==> config.mk <==
export PLATFORM = sky130hd
export DESIGN_NAME = sram_req_ctrl
export DESIGN_NICKNAME = d
export VERILOG_FILES = /design/src/rtl/sram_pkg.sv /design/src/rtl/sram_req_ctrl.sv
export SDC_FILE = /design/constraint.sdc
export NUM_CORES = 1
export LEC_CHECK = 0
export ABC_AREA = 1
export CORE_UTILIZATION = 40
export DETAILED_ROUTE_END_ITERATION = 12
export PLACE_DENSITY = 0.76
export SYNTH_ARGS = -nofsm -noshare
export SYNTH_HDL_FRONTEND = slang
export SYNTH_SLANG_ARGS = --single-unit
export TNS_END_PERCENT = 20
==> constraint.sdc <==
create_clock -name iCLK -period 1.9 [get_ports iCLK]
set_clock_uncertainty 0.05 [all_clocks]
set_input_delay 0.19 -clock iCLK [delete_from_list [all_inputs] [get_ports iCLK]]
set_output_delay 0.19 -clock iCLK [all_outputs]
set_load 0.005 [all_outputs]
==> src/rtl/sram_pkg.sv <==
`default_nettype none
// Shared state encoding and width defaults for the SRAM request controller.
package sram_pkg;

  localparam int ADDR_W_DEF = 18;
  localparam int DATA_W_DEF = 16;
  localparam int CNT_W      = 4;

  typedef enum logic [1:0] {
    ST_IDLE   = 2'd0,
    ST_SETUP  = 2'd1,
    ST_ACCESS = 2'd2,
    ST_HOLD   = 2'd3
  } state_e;

endpackage
`default_nettype wire

==> src/rtl/sram_req_ctrl.sv <==
`default_nettype none
// Single-port asynchronous SRAM bus controller: one request per
// IDLE/SETUP/ACCESS/HOLD bus cycle, all pad-side strobes registered.
module sram_req_ctrl
  import sram_pkg::*;
#(
  parameter int WAIT_CYCLES = 1,
  parameter int ADDR_W      = ADDR_W_DEF,
  parameter int DATA_W      = DATA_W_DEF
) (
  input  logic              iCLK,
  input  logic              iRST_N,
  input  logic              iREQ_VALID,
  output logic              oREQ_READY,
  input  logic              iREQ_WE,
  input  logic [ADDR_W-1:0] iREQ_ADDR,
  input  logic [DATA_W-1:0] iREQ_DATA,
  input  logic [1:0]        iREQ_BE,
  output logic [DATA_W-1:0] oRD_DATA,
  output logic              oRD_VALID,
  output logic              oBUSY,
  output logic [ADDR_W-1:0] oSRAM_ADDR,
  output logic [DATA_W-1:0] oSRAM_DATA,
  output logic              oSRAM_WE_N,
  output logic              oSRAM_OE_N,
  output logic              oSRAM_CE_N,
  output logic              oSRAM_UB_N,
  output logic              oSRAM_LB_N,
  input  logic [DATA_W-1:0] iSRAM_DATA
);

  localparam int               HALF   = DATA_W / 2;
  localparam logic [CNT_W-1:0] C_WAIT = CNT_W'(WAIT_CYCLES);

  state_e            state_q, state_d;
  logic [CNT_W-1:0]  cnt_q, cnt_d;
  logic              we_q, we_d;
  logic [1:0]        be_q, be_d;
  logic [ADDR_W-1:0] addr_q, addr_d;
  logic [DATA_W-1:0] wdata_q, wdata_d;
  logic [DATA_W-1:0] rdata_q, rdata_d;
  logic              rvalid_q, rvalid_d;
  logic              ce_n_q, ce_n_d;
  logic              we_n_q, we_n_d;
  logic              oe_n_q, oe_n_d;
  logic              ub_n_q, ub_n_d;
  logic              lb_n_q, lb_n_d;

  always_ff @(posedge iCLK or negedge iRST_N) begin
    if (!iRST_N) begin
      state_q  <= ST_IDLE;
      cnt_q    <= '0;
      we_q     <= 1'b0;
      be_q     <= 2'b00;
      addr_q   <= '0;
      wdata_q  <= '0;
      rdata_q  <= '0;
      rvalid_q <= 1'b0;
      ce_n_q   <= 1'b1;
      we_n_q   <= 1'b1;
      oe_n_q   <= 1'b1;
      ub_n_q   <= 1'b1;
      lb_n_q   <= 1'b1;
    end else begin
      state_q  <= state_d;
      cnt_q    <= cnt_d;
      we_q     <= we_d;
      be_q     <= be_d;
      addr_q   <= addr_d;
      wdata_q  <= wdata_d;
      rdata_q  <= rdata_d;
      rvalid_q <= rvalid_d;
      ce_n_q   <= ce_n_d;
      we_n_q   <= we_n_d;
      oe_n_q   <= oe_n_d;
      ub_n_q   <= ub_n_d;
      lb_n_q   <= lb_n_d;
    end
  end

  // Strobe flops are loaded with the value for the state being entered,
  // so every pad output changes exactly on the state-transition edge.
  always_comb begin
    state_d  = state_q;
    cnt_d    = cnt_q;
    we_d     = we_q;
    be_d     = be_q;
    addr_d   = addr_q;
    wdata_d  = wdata_q;
    rdata_d  = rdata_q;
    rvalid_d = 1'b0;
    ce_n_d   = ce_n_q;
    we_n_d   = we_n_q;
    oe_n_d   = oe_n_q;
    ub_n_d   = ub_n_q;
    lb_n_d   = lb_n_q;

    case (state_q)
      ST_IDLE: begin
        if (iREQ_VALID) begin
          state_d = ST_SETUP;
          we_d    = iREQ_WE;
          be_d    = iREQ_BE;
          addr_d  = iREQ_ADDR;
          wdata_d = iREQ_DATA;
          ce_n_d  = 1'b0;
          we_n_d  = 1'b1;
          oe_n_d  = iREQ_WE;
          ub_n_d  = ~iREQ_BE[1];
          lb_n_d  = ~iREQ_BE[0];
        end
      end
      ST_SETUP: begin
        state_d = ST_ACCESS;
        cnt_d   = C_WAIT;
        we_n_d  = ~we_q;
        oe_n_d  = we_q;
      end
      ST_ACCESS: begin
        if (cnt_q == 4'd1) begin
          state_d = ST_HOLD;
          cnt_d   = '0;
          we_n_d  = 1'b1;
          oe_n_d  = 1'b1;
          if (!we_q) begin
            rdata_d  = {iSRAM_DATA[DATA_W-1:HALF] & {HALF{be_q[1]}},
                        iSRAM_DATA[HALF-1:0]      & {HALF{be_q[0]}}};
            rvalid_d = 1'b1;
          end
        end else begin
          cnt_d = cnt_q - 4'd1;
        end
      end
      ST_HOLD: begin
        state_d = ST_IDLE;
        ce_n_d  = 1'b1;
        ub_n_d  = 1'b1;
        lb_n_d  = 1'b1;
      end
      default: state_d = ST_IDLE;
    endcase
  end

  assign oREQ_READY = (state_q == ST_IDLE);
  assign oBUSY      = (state_q != ST_IDLE);
  assign oRD_DATA   = rdata_q;
  assign oRD_VALID  = rvalid_q;
  assign oSRAM_ADDR = addr_q;
  assign oSRAM_DATA = wdata_q;
  assign oSRAM_CE_N = ce_n_q;
  assign oSRAM_WE_N = we_n_q;
  assign oSRAM_OE_N = oe_n_q;
  assign oSRAM_UB_N = ub_n_q;
  assign oSRAM_LB_N = lb_n_q;

endmodule
`default_nettype wire

==> flow_metrics.env <==
export IMPL_status="complete, but fails checks"
export IMPL_violations="DRC"
export IMPL_die_h_um=84.8
export IMPL_path_cells="inv_1 -> ha_2 -> clkdlybuf4s50_1"
export IMPL_vdd_drop_max_v=0.000677
export IMPL_grt_pass1_wl_um=11000
export IMPL_combPwrFrac=0.451
export IMPL_syn_nets=362
export IMPL_yosysSeqAreaShare=0.596
export IMPL_critPathKind="reg2out"
export IMPL_post_route_min_period_ns=1.82
export IMPL_power_frac_seq=0.384
export IMPL_drt_iter0_drc=121
export IMPL_antenna_cells=0
export IMPL_overflow=0
export IMPL_routabilityCongestion=0.781
export IMPL_r2r_slack_ns=0.33
export IMPL_io_pins=114
export IMPL_synth_area_per_cell_um2=9.13
export IMPL_drv_cap=0
export IMPL_rr_endpoint="oRD_DATA[8]"
export IMPL_cts_htree_levels=3
export IMPL_synth_distinct_cells=23
export IMPL_row_count=29
export IMPL_die_x_um=84.8
export IMPL_power_internal_w=0.00402
export IMPL_layout_commonest_cell="nand2_1"
export IMPL_portBuffers=113
export IMPL_p_total_w=0.00620
export IMPL_most_common_layout_cells="nand2_1, clkdlybuf4s50_1, dfrtp_1"
export IMPL_clockPowerShare=0.165
export IMPL_critPathLaunch="state_q[0]"
export IMPL_cts_made_buffers=9
export IMPL_finalHoldViolations=0
export IMPL_worst_path_max_fanout=4
export IMPL_endpoint="oREQ_READY"
export IMPL_critPathMaxStageDelay_ns=0.51
export IMPL_clk_latency_ns=0.33
export IMPL_dr_pass1_iters=8
export IMPL_arrival_ns=1.58
export IMPL_power_leakage_nw=1.97
export IMPL_synth_area_um2=2740
export IMPL_crit_slowest_cell="clkdlybuf4s50_1"
export IMPL_grt_max_degree=66
export IMPL_cts_root_buf="clkbuf_8"
export IMPL_yosysWarnings=0
export IMPL_min_path_type="in2reg"
export IMPL_worst_slew_pin_slew_ns=0.389
export IMPL_avgRoutedWirePerCell_um=12.9
export IMPL_antenna_found_initial=0
export IMPL_fin_util=0.639
export IMPL_ff2ff_path_depth=6
export IMPL_end_kind="output port"
export IMPL_fin_nets=482
export IMPL_setup_violations=0
export IMPL_p_sw_w=0.00218
export IMPL_drive_above_1_share=0.106
export IMPL_drc=7
export IMPL_core_region_area_um2=6490
export IMPL_grtUsageTotal=0.197
export IMPL_ys_ff_latch=65
export IMPL_dp_hpwl_um=4600
export IMPL_clock_fmax_mhz=550
export IMPL_placed_cell_area_um2=3950
export IMPL_rsz0062_at_grt="false"
export IMPL_power_density_nw_per_um2=1490
export IMPL_r2r_start="state_q[0]"
export IMPL_clk_pin_slew_ns=0.06
export IMPL_area_growth_pct=51.5
export IMPL_die_area_um2=7190
export IMPL_routed_wl_um=6460
export IMPL_clockBufferDepth=2
export IMPL_switching_share=0.351
export IMPL_whs_ns=0.337
export IMPL_start_kind="flop"
export IMPL_initial_core_util=0.422
export IMPL_ant_nets=0
export IMPL_required_ns=1.66
export IMPL_num_vias=2356
export IMPL_worst_path_buf_inv=2
export IMPL_finalMaxSlewViolations=0
export IMPL_design_area_um2=4150
export IMPL_cp_depth=3
export IMPL_fin_setup_tns_ns=0
export IMPL_slew_headroom=0.741
export IMPL_min_period_over_period=0.958
export IMPL_cts_tree="yes"
export IMPL_crit_family="buffers and inverters"
export IMPL_synthCells=300
export IMPL_numClockSinks=65
export IMPL_viasPerCell=4.70
export IMPL_grt_pass1_vias=2365
metal layers:
layer | track usage | wire length [um] | up-vias
met5 | 0 | 0 | -
met4 | 0.0832 | 108 | 0
met3 | 0.0560 | 470 | 10
met2 | 0.320 | 3010 | 85
met1 | 0.246 | 2880 | 1075
li1 | - | - | 1186
how the worst min path moves through the flow:
stage,start,depth (start not counted),end,slack [ns]
final,iREQ_ADDR[8],3,oSRAM_ADDR[8],0.34
after global routing,iREQ_DATA[2],3,oSRAM_DATA[2],0.34
after CTS,iREQ_DATA[10],3,oSRAM_DATA[10],0.32
after detailed placement,iRST_N,2,oRD_DATA[3],0.18
after global placement,iRST_N,2,oRD_DATA[6],0.18
after floorplan,iRST_N,0,be_q[0],-0.16
what timing repair did:
action,in CTS,in global routing
pin swaps,0,0
resized for setup,1,1
endpoints found under the setup margin,1,1
hold buffers,1,0
buffers inserted,0,2
endpoints found under the hold margin,60,0
power by group through the flow:
stage / combinational [W] / clock [W] / sequential, W
finish: 0.00280 / 0.00102 / 0.00238
global route: 0.00311 / 0.00112 / 0.00246
CTS: 0.00281 / 0.00106 / 0.00239
detailed placement: 0.00280 / 0 / 0.00238
global placement: 0.00271 / 0 / 0.00239
floorplan: 0.00134 / 0 / 0.00236
worst reg2reg max path, delay by kind of cell, from the launching register on:
kind / cells / cell delay (ns)
buf+inv: 3 / 0.46
flops: 1 / 0.40
fa+ha+maj: 1 / 0.25
simple gates: 1 / 0.17
compound gates: 1 / 0.13
sequential cells by signal, indices dropped and copies added, names as in the netlist:
signal / cells
oRD_VALID: 1
oRD_DATA: 16
we_q: 1
be_q: 2
oSRAM_WE_N: 1
oSRAM_UB_N: 1
oSRAM_ADDR: 18
cnt_q: 4
oSRAM_OE_N: 1
oSRAM_CE_N: 1
oSRAM_LB_N: 1
oSRAM_DATA: 16
state_q: 2
logic make-up after synthesis:
group	after synthesis	synth area share
adder cells (fa/ha/maj)	6	0.0274
flip-flops	65	0.596
buffers and inverters	41	0.0630
AND/OR/NAND/NOR	159	0.248
AO/OA/AOI/OAI	29	0.0658
Yosys cell counts:
library cell,count,area share
nor2_4,1,0.0041
ha_1,6,0.027
inv_1,26,0.036
inv_2,3,0.0041
buf_4,2,0.0055
nand2_1,125,0.17
buf_6,1,0.0041
nor2_2,1,0.0023
or2_2,2,0.0046
o21ai_0,12,0.022
nand2_2,1,0.0023
o22ai_1,1,0.0023
nand3_1,4,0.0073
a21oi_1,6,0.011
nor2_1,5,0.0069
nor3_4,1,0.0059
dfrtp_1,60,0.55
o21ai_2,9,0.029
clkbuf_1,6,0.0082
dfstp_2,5,0.048
buf_2,3,0.0055
o21ai_1,1,0.0018
nand4_1,19,0.043
final cells by class:
type	instances	area [um2]
Clock buffer	13	159
Clock inverter	2	13.8
Fill cell	561	2340
Inverter	29	109
Multi-Input combinational cell	194	937
Sequential cell	65	1630
Tap cell	77	96.3
Timing Repair Buffer	121	1200
per-stage QoR:
stage,cells,setup slack (ns)
5_1_grt,501,0.0284
3_3_place_gp,483,0.407
4_1_cts,499,0.0238
2_1_floorplan,300,0.452
3_5_place_dp,483,0.320
6_report,501,0.0806
Power figures use the tool's default switching activity.
